### src/rtl/decode_pkg.sv
// Shared RV32I decode types: opcodes, ALU ops, op classes, fetched-instruction view and decoded record.
package decode_pkg;

    localparam logic [6:0] OPC_LUI      = 7'b0110111;
    localparam logic [6:0] OPC_AUIPC    = 7'b0010111;
    localparam logic [6:0] OPC_JAL      = 7'b1101111;
    localparam logic [6:0] OPC_JALR     = 7'b1100111;
    localparam logic [6:0] OPC_BRANCH   = 7'b1100011;
    localparam logic [6:0] OPC_LOAD     = 7'b0000011;
    localparam logic [6:0] OPC_STORE    = 7'b0100011;
    localparam logic [6:0] OPC_OP_IMM   = 7'b0010011;
    localparam logic [6:0] OPC_OP       = 7'b0110011;
    localparam logic [6:0] OPC_MISC_MEM = 7'b0001111;
    localparam logic [6:0] OPC_SYSTEM   = 7'b1110011;

    typedef enum logic [3:0] {
        ALU_ADD, ALU_SUB, ALU_SLL, ALU_SLT, ALU_SLTU,
        ALU_XOR, ALU_SRL, ALU_SRA, ALU_OR, ALU_AND
    } AluOp;

    typedef enum logic [3:0] {
        CLS_LUI, CLS_AUIPC, CLS_JAL, CLS_JALR, CLS_BRANCH, CLS_LOAD,
        CLS_STORE, CLS_OP_IMM, CLS_OP, CLS_MISC_MEM, CLS_SYSTEM, CLS_ILLEGAL
    } OpClass;

    typedef struct packed {
        logic [6:0] funct7;
        logic [4:0] rs2;
        logic [4:0] rs1;
        logic [2:0] funct3;
        logic [4:0] rd;
        logic [6:0] opcode;
    } RType;

    typedef union packed {
        logic [31:0] inst32;
        RType        r;
    } Instruction;

    typedef struct packed {
        logic [31:0] pc;
        logic [4:0]  rd;
        logic [4:0]  rs1;
        logic [4:0]  rs2;
        logic [31:0] imm;
        AluOp        alu_op;
        OpClass      cls;
        logic [2:0]  funct3;
        logic        alu_src_imm;
        logic        reg_write;
        logic        mem_read;
        logic        mem_write;
        logic        is_system;
        logic        illegal;
    } DecodedInst;

    // alt selects SUB for funct3=0 and SRA for funct3=5
    function automatic AluOp alu_from_f3(input logic [2:0] f3, input logic alt);
        case (f3)
            3'd0:    return alt ? ALU_SUB : ALU_ADD;
            3'd1:    return ALU_SLL;
            3'd2:    return ALU_SLT;
            3'd3:    return ALU_SLTU;
            3'd4:    return ALU_XOR;
            3'd5:    return alt ? ALU_SRA : ALU_SRL;
            3'd6:    return ALU_OR;
            default: return ALU_AND;
        endcase
    endfunction

endpackage

### src/rtl/decode_stage_if.sv
// Fetch->decode bus (no backpressure, carries flush) and decode->issue valid/ready bus.
interface dec_in_if;
    import decode_pkg::*;
    logic        flush;
    logic        inst_valid;
    Instruction  inst;
    logic [31:0] inst_pc;

    modport master (output flush, inst_valid, inst, inst_pc);
    modport slave  (input  flush, inst_valid, inst, inst_pc);
endinterface

interface dec_out_if;
    import decode_pkg::*;
    logic       out_valid;
    logic       out_ready;
    DecodedInst dec_out;

    modport master (output out_valid, dec_out, input  out_ready);
    modport slave  (input  out_valid, dec_out, output out_ready);
endinterface

### src/rtl/decode_stage_inst_decoder.sv
// Combinational RV32I decoder: Instruction + pc -> DecodedInst, zero latency.
module inst_decoder
    import decode_pkg::*;
(
    input  Instruction  inst_i,
    input  logic [31:0] pc_i,
    output DecodedInst  dec_o
);

    logic [31:0] w;
    logic [6:0]  opc;
    logic [6:0]  f7;
    logic [2:0]  f3;
    logic [31:0] imm_i, imm_s, imm_b, imm_u, imm_j;
    logic        writes_rd;
    logic        ill;

    assign w     = inst_i.inst32;
    assign opc   = inst_i.r.opcode;
    assign f3    = inst_i.r.funct3;
    assign f7    = inst_i.r.funct7;
    assign imm_i = {{20{w[31]}}, w[31:20]};
    assign imm_s = {{20{w[31]}}, w[31:25], w[11:7]};
    assign imm_b = {{19{w[31]}}, w[31], w[7], w[30:25], w[11:8], 1'b0};
    assign imm_u = {w[31:12], 12'b0};
    assign imm_j = {{11{w[31]}}, w[31], w[19:12], w[20], w[30:21], 1'b0};

    always_comb begin
        dec_o        = '0;
        dec_o.pc     = pc_i;
        dec_o.rd     = inst_i.r.rd;
        dec_o.funct3 = f3;
        dec_o.alu_op = ALU_ADD;
        dec_o.cls    = CLS_ILLEGAL;
        writes_rd    = 1'b0;
        ill          = 1'b0;
        case (opc)
            OPC_LUI: begin
                dec_o.cls = CLS_LUI; dec_o.imm = imm_u; dec_o.alu_src_imm = 1'b1; writes_rd = 1'b1;
            end
            OPC_AUIPC: begin
                dec_o.cls = CLS_AUIPC; dec_o.imm = imm_u; dec_o.alu_src_imm = 1'b1; writes_rd = 1'b1;
            end
            OPC_JAL: begin
                dec_o.cls = CLS_JAL; dec_o.imm = imm_j; writes_rd = 1'b1;
            end
            OPC_JALR: begin
                dec_o.cls = CLS_JALR; dec_o.rs1 = inst_i.r.rs1; dec_o.imm = imm_i;
                dec_o.alu_src_imm = 1'b1; writes_rd = 1'b1;
                ill = (f3 != 3'd0);
            end
            OPC_BRANCH: begin
                dec_o.cls = CLS_BRANCH; dec_o.rs1 = inst_i.r.rs1; dec_o.rs2 = inst_i.r.rs2;
                dec_o.imm = imm_b; dec_o.alu_op = ALU_SUB;
                ill = (f3 == 3'd2) || (f3 == 3'd3);
            end
            OPC_LOAD: begin
                dec_o.cls = CLS_LOAD; dec_o.rs1 = inst_i.r.rs1; dec_o.imm = imm_i;
                dec_o.alu_src_imm = 1'b1; dec_o.mem_read = 1'b1; writes_rd = 1'b1;
                ill = (f3 == 3'd3) || (f3 == 3'd6) || (f3 == 3'd7);
            end
            OPC_STORE: begin
                dec_o.cls = CLS_STORE; dec_o.rs1 = inst_i.r.rs1; dec_o.rs2 = inst_i.r.rs2;
                dec_o.imm = imm_s; dec_o.alu_src_imm = 1'b1; dec_o.mem_write = 1'b1;
                ill = (f3 > 3'd2);
            end
            OPC_OP_IMM: begin
                dec_o.cls = CLS_OP_IMM; dec_o.rs1 = inst_i.r.rs1; dec_o.imm = imm_i;
                dec_o.alu_src_imm = 1'b1; writes_rd = 1'b1;
                dec_o.alu_op = alu_from_f3(f3, (f3 == 3'd5) & w[30]);
                // Shift-immediates reuse imm[11:5] as a funct7 that must be canonical
                if (f3 == 3'd1 && f7 != 7'h00) ill = 1'b1;
                if (f3 == 3'd5 && f7 != 7'h00 && f7 != 7'h20) ill = 1'b1;
            end
            OPC_OP: begin
                dec_o.cls = CLS_OP; dec_o.rs1 = inst_i.r.rs1; dec_o.rs2 = inst_i.r.rs2; writes_rd = 1'b1;
                if (f7 == 7'h00)
                    dec_o.alu_op = alu_from_f3(f3, 1'b0);
                else if (f7 == 7'h20 && (f3 == 3'd0 || f3 == 3'd5))
                    dec_o.alu_op = alu_from_f3(f3, 1'b1);
                else
                    ill = 1'b1;
            end
            OPC_MISC_MEM: dec_o.cls = CLS_MISC_MEM;
            OPC_SYSTEM: begin
                dec_o.cls = CLS_SYSTEM; dec_o.is_system = 1'b1;
            end
            default: ill = 1'b1;
        endcase
        dec_o.illegal   = ill;
        dec_o.reg_write = writes_rd & (inst_i.r.rd != 5'd0) & ~ill;
        if (ill) begin
            dec_o.mem_read  = 1'b0;
            dec_o.mem_write = 1'b0;
        end
    end

endmodule

### src/rtl/decode_stage.sv
// Decode stage: instruction queue absorbing fetch, registered decode output; 2-cycle push-to-valid latency.
// Fetch cannot be stalled, so a push into a full queue with no pop is dropped and flagged in sticky overflow.
module decode_stage
    import decode_pkg::*;
#(
    parameter int QUEUE_DEPTH = 4
)(
    input  logic                         clk,
    input  logic                         rst,
    dec_in_if.slave                      in_if,
    dec_out_if.master                    out_if,
    output logic [$clog2(QUEUE_DEPTH):0] q_count,
    output logic                         overflow
);

    localparam int              PW       = $clog2(QUEUE_DEPTH);
    localparam logic [PW:0]     FULL_CNT = (PW+1)'(QUEUE_DEPTH);

    typedef struct packed {
        Instruction  inst;
        logic [31:0] pc;
    } qent_t;

    qent_t          mem_q [QUEUE_DEPTH];
    qent_t          head;
    logic [PW-1:0]  wr_ptr_q, wr_ptr_d, rd_ptr_q, rd_ptr_d;
    logic [PW:0]    cnt_q, cnt_d;
    logic           out_vld_q, out_vld_d;
    DecodedInst     out_q, out_d, head_dec;
    logic           ovf_q, ovf_d;
    logic           head_vld, full, push, pop, push_ok;

    assign head = mem_q[rd_ptr_q];

    inst_decoder u_dec (
        .inst_i (head.inst),
        .pc_i   (head.pc),
        .dec_o  (head_dec)
    );

    always_comb begin
        head_vld  = (cnt_q != '0);
        full      = (cnt_q == FULL_CNT);
        push      = in_if.inst_valid & ~in_if.flush;
        pop       = head_vld & (~out_vld_q | out_if.out_ready);
        // A pop frees the head slot this edge, so a full queue can still accept
        push_ok   = push & (~full | pop);
        wr_ptr_d  = wr_ptr_q;
        rd_ptr_d  = rd_ptr_q;
        cnt_d     = cnt_q;
        out_vld_d = out_vld_q;
        out_d     = out_q;
        ovf_d     = ovf_q;
        if (in_if.flush) begin
            wr_ptr_d  = '0;
            rd_ptr_d  = '0;
            cnt_d     = '0;
            out_vld_d = 1'b0;
        end else begin
            if (push_ok) wr_ptr_d = wr_ptr_q + 1'b1;
            if (pop)     rd_ptr_d = rd_ptr_q + 1'b1;
            case ({push_ok, pop})
                2'b10:   cnt_d = cnt_q + 1'b1;
                2'b01:   cnt_d = cnt_q - 1'b1;
                default: cnt_d = cnt_q;
            endcase
            if (pop) begin
                out_vld_d = 1'b1;
                out_d     = head_dec;
            end else if (out_if.out_ready) begin
                out_vld_d = 1'b0;
            end
            if (push & full & ~pop) ovf_d = 1'b1;
        end
    end

    always_ff @(posedge clk) begin
        if (rst) begin
            wr_ptr_q  <= '0;
            rd_ptr_q  <= '0;
            cnt_q     <= '0;
            out_vld_q <= 1'b0;
            out_q     <= '0;
            ovf_q     <= 1'b0;
        end else begin
            wr_ptr_q  <= wr_ptr_d;
            rd_ptr_q  <= rd_ptr_d;
            cnt_q     <= cnt_d;
            out_vld_q <= out_vld_d;
            out_q     <= out_d;
            ovf_q     <= ovf_d;
        end
    end

    always_ff @(posedge clk) begin
        if (!rst && push_ok) mem_q[wr_ptr_q] <= '{inst: in_if.inst, pc: in_if.inst_pc};
    end

    assign out_if.out_valid = out_vld_q;
    assign out_if.dec_out   = out_q;
    assign q_count          = cnt_q;
    assign overflow         = ovf_q;

    queue_drop_a: assert property (@(posedge clk) disable iff (rst) !(push && full && !pop))
        else $warning("decode_stage: queue full, fetched instruction dropped");

endmodule

### src/flat_wrapper.sv
// flat-port wrapper written by rule: the top's interface ports become plain ports
module decode_stage_flat import decode_pkg::*;
#(
    parameter int QUEUE_DEPTH = 4
)
  (clk, rst, q_count, overflow, in_if_flush, in_if_inst_valid, in_if_inst, in_if_inst_pc, out_if_out_valid, out_if_dec_out, out_if_out_ready);
  dec_in_if in_if_i ();
  dec_out_if out_if_i ();
  input  logic clk;
  input  logic rst;
  output logic [$clog2(QUEUE_DEPTH):0] q_count;
  output logic overflow;
  input wire logic [$bits(in_if_i.flush)-1:0] in_if_flush;
  input wire logic [$bits(in_if_i.inst_valid)-1:0] in_if_inst_valid;
  input wire logic [$bits(in_if_i.inst)-1:0] in_if_inst;
  input wire logic [$bits(in_if_i.inst_pc)-1:0] in_if_inst_pc;
  output wire logic [$bits(out_if_i.out_valid)-1:0] out_if_out_valid;
  output wire logic [$bits(out_if_i.dec_out)-1:0] out_if_dec_out;
  input wire logic [$bits(out_if_i.out_ready)-1:0] out_if_out_ready;
  assign in_if_i.flush = in_if_flush;
  assign in_if_i.inst_valid = in_if_inst_valid;
  assign in_if_i.inst = in_if_inst;
  assign in_if_i.inst_pc = in_if_inst_pc;
  assign out_if_out_valid = out_if_i.out_valid;
  assign out_if_dec_out = out_if_i.dec_out;
  assign out_if_i.out_ready = out_if_out_ready;
  decode_stage #(.QUEUE_DEPTH(QUEUE_DEPTH)) u_core (.clk(clk), .rst(rst), .in_if(in_if_i), .out_if(out_if_i), .q_count(q_count), .overflow(overflow));
endmodule
### config.mk
export PLATFORM = sky130hd
export DESIGN_NAME = decode_stage_flat
export DESIGN_NICKNAME = d
export VERILOG_FILES = /design/src/rtl/decode_pkg.sv /design/src/rtl/decode_stage_if.sv /design/src/rtl/decode_stage_inst_decoder.sv /design/src/rtl/decode_stage.sv /design/src/flat_wrapper.sv
export SDC_FILE = /design/constraint.sdc
export NUM_CORES = 1
export LEC_CHECK = 0
export BUFFER_PORTS_ARGS = -buffer_cell sky130_fd_sc_hd__buf_4
export CELL_PAD_IN_SITES_DETAIL_PLACEMENT = 1
export CELL_PAD_IN_SITES_GLOBAL_PLACEMENT = 1
export CORE_ASPECT_RATIO = 2
export CORE_MARGIN = 3
export CORE_UTILIZATION = 52
export CTS_CLUSTER_SIZE = 14
export DETAILED_ROUTE_END_ITERATION = 12
export PLACE_DENSITY_LB_ADDON = 0.1
export SYNTH_ARGS = -nofsm -noshare
export SYNTH_HDL_FRONTEND = slang
export SYNTH_SLANG_ARGS = --single-unit
### constraint.sdc
create_clock -name clk -period 7.56 [get_ports clk]
set_input_delay 0.756 -clock clk [delete_from_list [all_inputs] [get_ports clk]]
set_output_delay 0.756 -clock clk [all_outputs]
set_load 0.05 [all_outputs]
Word-level counts from Yosys, hierarchy flattened
Memories as Yosys holds them, arrays and structs flattened. A register that Yosys moved wholly into a read port is not among the register bits.
Index checks and enable logic that the tools add are counted.
{ "word_totals": {"register_bits": 105, "latch_bits": 0, "ramBits": 256, "romBits": 0, "out_inout_bits": 101, "wordCells": 121, "mem_count": 1} }
{ "classes": {"add_sub_neg": 4, "n_mul": 0, "div": 0, "magnitude_cmp": 1, "eq_ne": 23, "shift": 0, "muxes": 30, "n_bitwise": 15, "reduce_logical": 28} }
{ "mem_list": {"columns": ["memory", "depth", "width", "read_ports", "rd_clocked_by_memory_dff", "write_ports", "line_no", "source"], "rows": [
  ["u_core.mem_q", 4, 64, 1, 1, 1, "decode_stage.sv:24", "qent_t mem_q [QUEUE_DEPTH];"]
]} }
{ "op_table": {"columns": ["cell", "n"], "rows": [
  ["case mux 32 bit (5 select lines)", 1],
  ["case mux 4 bit (7 select lines)", 3],
  ["case mux 4 bit (11 select lines)", 1],
  ["== test 7 x 6 -> 1 bit, second input constant", 4],
  ["== test 7 bit, second input constant", 4],
  ["== test 3 bit, second input constant", 5],
  ["2-to-1 mux 1 bit", 15],
  ["== test 7 x 5 -> 1 bit, second input constant", 2],
  ["case mux 4 bit (3 select lines)", 1],
  ["OR reduction 6 bit", 2],
  ["2-to-1 mux 5 bit", 2],
  ["bitwise AND 1 bit", 8],
  ["2-to-1 mux 4 bit", 2],
  ["== test 7 x 2 -> 1 bit, second input constant", 1],
  ["== test 7 x 4 -> 1 bit, second input constant", 1],
  ["zero test 7 bit", 1],
  ["inequality test 7 x 6 -> 1 bit, second input constant", 1],
  ["case mux 1 bit (7 select lines)", 1],
  ["nonzero test 7 bit", 1],
  ["OR reduction 7 bit", 1],
  ["== test 3 x 2 -> 1 bit, second input constant", 2],
  ["2-to-1 mux 2 bit", 3],
  ["case mux 3 bit (2 select lines)", 1],
  ["nonzero test 3 bit", 2],
  ["other kinds (19)", 36]
]} }

Depth between registers and ports, before layout
Gate-level depths: netlist (run 1).
{ "logic_depth": {"ltp_word": 8, "mapped_depth": 10, "mapped_depth_nobuf": 9} }

By module
From an unflattened synthesis (run 1), not the netlist that was laid out.
{ "unflattened": {"cells_unflattened": 1032, "area_unflattened_um2": 14490.1} }
{ "by_module_without_submodules": {"columns": ["module", "instances", "cells_each", "area_each_um2"], "rows": [
  ["decode_stage", 1, 827, 13145.1],
  ["inst_decoder", 1, 205, 1345.0]
]} }

Least setup slack after synthesis (run 1)
No wires, ideal clock.
{ "synth_path": {"path_type": "input-to-reg", "startpoint": "input port in_if_inst_valid", "endpoint": "memory u_core.mem_q[0][0] in the netlist's numbering, enable pin", "setup_time_ns": 0.429, "arrival_time_ns": 2.727, "t_required_ns": 7.131, "path_slack_ns": 4.404, "path_stages": 4, "cell_sequence": "nor2b_1 -> nand2_1 -> nor2_1 -> and2_1"} }
{ "synth_between": {"elab_chain_cells": 5} }
{ "synth_lines": {"columns": ["element", "line_no", "source"], "rows": [
  ["start: declaration", "flat_wrapper.sv:14", "input wire logic [$bits(in_if_i.inst_valid)-1:0] in_if_inst_valid;"],
  ["bitwise AND 1 bit", "decode_stage.sv:44", "push = in_if.inst_valid & ~in_if.flush;"],
  ["bitwise AND 1 bit", "decode_stage.sv:47", "push_ok = push & (~full | pop);"],
  ["logical AND 1 bit", "decode_stage.sv:96", "if (!rst && push_ok) mem_q[wr_ptr_q] <= '{inst: in_if.inst, pc: in_if.inst_pc};"],
  ["2-to-1 mux 1 bit", "decode_stage.sv:96", null],
  ["2-to-1 mux 1 bit (not written as such)", "decode_stage.sv:96", null],
  ["end: declaration", "decode_stage.sv:24", null]
]} }
Every way passes these cells.

==> results of run 1 <==
## path summary, 6_finish.rpt
path / start / end / slack [ps] / cells after the start
worst max-delay path: flip-flop / u_core.out_if.dec_out[42]$_SDFFE_PP0P_ / 3570 / 7
worst min-delay path: in_if_inst[26] / u_core.mem_q[2][58]$_DFFE_PP_ / 390 / 1
worst max register to register: flip-flop / u_core.out_if.dec_out[42]$_SDFFE_PP0P_ / 3570 / 7
worst min register to register: u_core.out_if.dec_out[47]$_SDFFE_PP0P_ / u_core.out_if.dec_out[47]$_SDFFE_PP0P_ / 450 / 2
## power by group
part	total (uW)	internal (uW)	switching (uW)
clock network	1490	819	672
logic	263	93.0	170
registers	2170	2150	16.3
## area by class of cell
cell class / count / area [um^2] / share of cell area [%]
repair buffers: 176 / 1320 / 8.09
clock buffers: 52 / 911 / 5.58
multi-input cells: 478 / 3760 / 23.1
inverters: 9 / 33.8 / 0.207
diodes: 1 / 2.50 / 0.0153
well taps: 340 / 425 / 2.61
flip-flops and latches: 363 / 9840 / 60.2
clock inverters: 6 / 32.5 / 0.199
## Yosys cell counts (2+ instances only)
cell type | instances | area [um^2]
a211oi_1 | 2 | 15.0
a21boi_0 | 19 | 143
a21oi_1 | 59 | 295
a22o_1 | 2 | 17.5
a22oi_1 | 14 | 105
a311oi_1 | 4 | 35.0
a31oi_1 | 2 | 12.5
a32oi_1 | 2 | 17.5
and2_1 | 9 | 56.3
buf_1 | 2 | 7.51
buf_2 | 7 | 35.0
buf_6 | 4 | 45.0
clkbuf_1 | 34 | 128
dfxtp_1 | 107 | 2140
edfxtp_1 | 256 | 7690
ha_1 | 5 | 62.6
inv_1 | 9 | 33.8
mux2i_1 | 2 | 20.0
mux4_1 | 2 | 52.6
mux4_2 | 62 | 1400
nand2_1 | 135 | 507
nand2b_1 | 4 | 25.0
nand3_1 | 12 | 60.1
nand3b_1 | 3 | 22.5
nand4_1 | 4 | 25.0
nor2_1 | 41 | 154
nor2b_1 | 9 | 56.3
nor3_1 | 5 | 25.0
nor3b_1 | 2 | 15.0
o211ai_1 | 2 | 15.0
o21a_1 | 3 | 22.5
o21ai_0 | 12 | 60.1
o21ai_1 | 10 | 50.1
o21ai_2 | 15 | 131
o22ai_1 | 2 | 12.5
o31a_1 | 2 | 17.5
or2_1 | 2 | 12.5
or2_2 | 2 | 12.5
or3_1 | 4 | 25.0
or4_1 | 2 | 15.0
xnor2_1 | 3 | 26.3
xor2_1 | 4 | 35.0
## kinds of logic (layout without fill, tap and decap cells)
group | after synthesis | after routing
muxes | 66 | 66
adders and majority gates | 6 | 6
buffers and inverters | 58 | 243
and+or+nand+nor | 243 | 243
other | 0 | 1
DFF | 363 | 363
AOI/OAI and AO/OA | 156 | 156
xor gates and xnor gates | 7 | 7
## metal layers
| metal | routed length, um | vias to the layer above | GRT usage (%) |
|---|---|---|---|
| li1 | - | 3716 | - |
| met1 | 12000 | 4121 | 26.0 |
| met2 | 19200 | 218 | 45.9 |
| met3 | 1550 | 51 | 3.25 |
| met4 | 1080 | 0 | 8.60 |
| met5 | 0 | - | 0 |
## worst register-to-register path: stages, from the launching register on
cell and delay (ps):
dfxtp_4 620, buf_4 810, mux4_2 790, nand2b_1 230
a211oi_2 70, o21ai_0 930, a21boi_0 350, o21ai_2 80
## state kept, by name, indices dropped and copies added (netlist names), named ones only
register                 cells
u_core.mem_q               256
u_core.out_if.dec_out       96
u_core.q_count               3
u_core.rd_ptr_q              2
u_core.wr_ptr_q              2
u_core.out_if.out_valid      1
u_core.overflow              1
## per-stage QoR
stage,instances,util (%),setup WS [ps],area [um^2]
floorplan,899,-,4400,13900
global placement,1366,59.2,3630,15400
detailed placement,1366,59.2,3550,15400
CTS,1424,62.9,3490,16300
global route,1425,62.9,3240,16300
finish,1425,62.9,3570,16300
==> key figures, run 1 <==
Setup path
  • Worst endpoint data arrival time: approximately 4400 ps
  • Setup CP Type: reg -> reg
  • Critical Path Start Type: flip-flop
  • Largest stage delay on the critical path: just over 900 ps
  • Delay-heaviest family, CP: compound AO/OA/AOI/OAI gates
  • Req. time, crit path: around 8000 ps
  • CP max stage cell: o21ai_0
  • Crit path buf inv count: 1
  • Worst-path cell chain: buf_4 > mux4_2 > nand2b_1 > a211oi_2 > o21ai_0 > a21boi_0 > o21ai_2
  • Crit path max fanout: 45
  • Crit path capture type: flip-flop

Global route
  • Total grt overflow: 0
  • Vias in the first global route: about 9,000
  • Initial antenna violation count: 1
  • Largest net degree at the start of global routing: 70
  • Gr usage total: 23.8%
  • First-pass GRT wire length: about 52,000 um

Route
  • Wirelength per Cell: about 24 um
  • Initial DRC Count: ~470
  • Final WL: 33,800 um
  • Post-route ant nets: 0
  • First-pass DRT Iterations: 6
  • Post-route DRC: 0
  • Via Count: slightly above 8,000
  • DR vias/cell: 5.69

Synthesis
  • Largest family of logic cells by synthesized area: multiplexers
  • Post-Synth Simple-Gate Area: under 10%
  • Post-synthesis sequential area ratio: a little under three quarters
  • Most common flop cell mapped by yosys: edfxtp_1
  • Post-synthesis adder-cell area fraction: less than 1%
  • FF+latch count, synth: 363
  • Compound-Gate Fraction of Synth Area: under 10%
  • Syn Nets: just under 1,000
  • Post-Synth XOR/XNOR Area: less than 1%
  • Asr flop ratio synth: 0%
  • Number of synthesized flops with an enable pin: 256
  • Mux share of post-synthesis cell area: 10.6%
  • Synth warnings: 0
  • Post-Syn Instances: between 800 and 900
  • Netlist Area Pre-Place: around 14,000 um^2
  • Netlist cell types: 60
  • Syn Area/Cell: 15.4 um^2

Die
  • Die area: around 29,000 um^2
  • Die height: 237 um
  • # rows: 83
  • Core area: ~26,000 um^2
  • Initial Util: 53.4%
  • Die X: 121 um
  • I/O pins: 170

Run
  • Max-Cap Viols: 0

CTS
  • Clock buffer count from CTS: 31
  • Root Driver: clkbuf_16
  • Cts repair resizes: 0
  • Clk sinks: 363
  • H-tree Lvls: 1
  • CTS Hold Bufs: 0
  • Clk pin slew, worst setup/hold paths: around 70 ps
  • Post-CTS setup buffer count: 0
  • Maximum buffer depth of the clock tree: 3
  • CTS tree: built
  • Worst-skew pair later-pin latency: between 500 and 600 ps

Pwr
  • Leak Pwr: about 0.0055 uW
  • Total power: just under 4000 uW
  • Pwr Density: around 240 nW/um^2
  • Peak supply drop: 267 uV

Timing
  • Period utilization: between 50% and 60%
  • Relative slew slack: about a fifth
  • Final setup skew: approximately 12 ps
  • Pins Over Slew Limit: 0
  • Worst Tran Pin Value: roughly 1200 ps
  • RSZ-0062 raised after global routing: no
  • Tmin final: approximately 4000 ps
  • Setup TNS Final: 0 ps
  • Hold_ws: roughly 390 ps
  • Fmax: between 200 and 300 MHz
  • Final Hold Fails: 0
  • Endpoints failing setup: 0

Layout
  • Fin nets: around 1,100
  • Area Overhead vs Synth: 17.9%
  • Fill count: approximately 2,400
  • Commonest non-fill, non-tap cell in the layout: edfxtp_1
  • Layout cell share with drive strength beyond 1: between 20% and 30%
  • Most frequent cells in the layout: 256 x edfxtp_1, 176 x buf_4, 135 x nand2_1, 105 x dfxtp_1, 62 x mux4_2

Worst hold path
  • Hold WC Path Type: in -> reg

Placed design
  • Gpl congestion: 0.891
  • IO Port Bufs: 169
  • DP HPWL: 22,100 um

Outcome
  • Status: finished clean
No activity file was read; power rests on OpenSTA's default activity.
==> inputs of run 2 (changes only) <==
Settings changed: CORE_UTILIZATION 52 to 44.
Clock period 7.56 ns to 3.2 ns, I/O delays scaled along.
==> key figures, run 2 (synthesis gave the netlist of run 1 again) <==
Outcome
  • Status: finished clean

Setup path
  • Req. time, crit path: 3640 ps (-4370 ps)
  • Critical Path Start Type: flip-flop
  • Worst endpoint data arrival time: 3130 ps (-1310 ps)
  • Setup CP Type: reg -> reg
  • Crit path capture type: flip-flop
  • Crit path max fanout: 16 (-64%)

CTS
  • Worst-skew pair later-pin latency: 510 ps (-50 ps)
  • H-tree Lvls: 2 (+1)
  • Clk pin slew, worst setup/hold paths: 60 ps (about the same)
  • Root Driver: clkbuf_16
  • CTS tree: built
  • Cts repair resizes: 0 (unchanged)
  • Clk sinks: 363 (unchanged)
  • Maximum buffer depth of the clock tree: 3 (unchanged)
  • Clock buffer count from CTS: 34 (+9.7%)

Layout
  • Cell Count, Final, Fillers Out: 1,584 (+11%)
  • Commonest non-fill, non-tap cell in the layout: edfxtp_1
  • Max FFs per register: 256 (unchanged)
  • Layout cell share with drive strength beyond 1: 28.7% (-0.33 points)
  • Fin nets: 1,218 (+7.4%)
  • Most frequent cells in the layout: 256 x edfxtp_1, 190 x buf_4, 135 x nand2_1, 105 x dfxtp_1, 62 x mux4_2
  • Multi-input logic area: 3760 um^2 (unchanged)
  • Area Overhead vs Synth: 25.2%
  • Fill count: 3,014 (+23%)
  • FF+latch area: 9840 um^2 (unchanged)
  • Ant diodes: 0 (-1)
  • Top reg by flops: u_core.mem_q

Global route
  • Gr usage total: 21.1% (-2.7 points)
  • Initial antenna violation count: 0 (-1)
  • First-pass GRT wire length: 55,100 um (+6.3%)
  • Vias in the first global route: 9,353 (+4.2%)
  • Largest net degree at the start of global routing: 48 (-31%)
  • Total grt overflow: 0 (unchanged)

Timing
  • RSZ-0062 raised after global routing: no
  • Pins Over Slew Limit: 0 (unchanged)
  • Endpoints failing setup: 0 (unchanged)
  • Fmax: 372 MHz (+48%)
  • Final setup skew: 12.6 ps (+0.831 ps)
  • Period utilization: 84.0% (+31 points)
  • Setup TNS Final: 0 ps (unchanged)
  • Worst Tran Pin Value: 726 ps (-458 ps)
  • Relative slew slack: 51.3% (+31 points)
  • Tmin final: 2690 ps (-1300 ps)
  • Final Hold Fails: 0 (unchanged)

Die
  • Die height: 257 um (+8.5%)
  • Initial Util: 44.7% (-8.6 points)
  • Die area: 33,800 um^2 (+17%)
  • # rows: 91 (+9.6%)
  • Die X: 131 um (+8.3%)
  • Core area: 31,000 um^2 (+19%)
  • I/O pins: 170 (unchanged)

Worst hold path
  • Hold WC Path Type: in -> reg

Placed design
  • DP HPWL: 24,200 um (+9.7%)
  • Placed insts: 1,464 (+7.2%)
  • Gpl congestion: 0.881 (-1.1%)
  • IO Port Bufs: 169 (unchanged)

Pwr
  • Peak supply drop: 521 uV (+96%)
  • Total power: 9630 uW (+150%)
  • Pwr Density: 555 nW/um^2 (+130%)
  • Leak Pwr: 0.00594 uW (+7.3%)

Route
  • Via Count: 8,383 (+3.4%)
  • Initial DRC Count: 398 (-15%)
  • First-pass DRT Iterations: 5 (-1)
  • Final WL: 35,400 um (+4.7%)
  • Post-route ant nets: 0 (unchanged)
  • Wirelength per Cell: 22.3 um (-5.8%)
  • Post-route DRC: 0 (unchanged)
  • DR vias/cell: 5.29 (-7.0%)

Run
  • Max-Cap Viols: 0 (unchanged)
==> run 2: changes by cell type in the layout (fill, tap and decap cells not counted), sizes merged <==
cell / previous run / this run
buf: 176 / 196
bufinv: 0 / 1
clkbuf: 52 / 51
clkinv: 2 / 6
diode: 1 / 0
dlygate4sd3: 0 / 61
inv: 13 / 10
==> run 2: path summary, 6_finish.rpt <==
kind | to | cells past startpoint | startpoint | slack, ps
worst max-delay path | u_core.out_if.dec_out[29]$_SDFFE_PP0P_ | 6 | flip-flop | 510
worst min-delay path | u_core.mem_q[1][8]$_DFFE_PP_ | 1 | in_if_inst_pc[8] | 30
worst max register to register | u_core.out_if.dec_out[29]$_SDFFE_PP0P_ | 6 | flip-flop | 510
worst min register to register | u_core.out_if.dec_out[5]$_SDFFE_PP0P_ | 2 | u_core.out_if.dec_out[5]$_SDFFE_PP0P_ | 450
==> run 2: power by group <==
| part | switching (uW) | leakage (uW) | internal [uW] |
|---|---|---|---|
| clock | 1650 | 0.000500 | 2150 |
| combinational | 429 | 0.00226 | 283 |
| sequential | 33.6 | 0.00318 | 5090 |
==> run 2: area by class of cell <==
class	count	area share, %
flip-flops and latches	363	56.7
clock buffers	51	5.51
multi-input cells	478	21.7
well taps	418	3.02
clock inverters	8	0.382
repair buffers	257	12.4
inverters	9	0.195
==> run 2: timing repair <==
action | in CTS | in global routing
hold endpoints to repair | 232 | 0
hold buffers | 61 | 0
buffers inserted | 0 | 0
==> run 2: routing by layer <==
layer	vias to the layer above	global-route usage [%]	routed length, um	share of wire [%]
met5	-	0	0	0
met4	0	7.86	1300	3.7
met3	54	3.25	1520	4.3
met2	226	40.9	20000	57
met1	4229	22.9	12600	35
li1	3874	-	-	-
==> run 2: stage by stage <==
stage | utilization, % | instance area, um^2 | hold WS, ps | worst slack, ps
floorplan | - | 13900 | 419 | 52.4
global placement | 50.7 | 15700 | 441 | 518
detailed placement | 50.7 | 15700 | 447 | 490
CTS | 56.0 | 17300 | 0.394 | 470
global route | 56.0 | 17300 | 10.2 | 293
finish | 56.0 | 17300 | 25.4 | 511
==> run 2: worst max-delay path, stage by stage, from the launching register on <==
cell and delay, ps:
dfxtp_4 500, mux4_2 720, or2_2 400, a211oi_1 300, o21ai_1 330, a21boi_0 220, o21ai_1 130
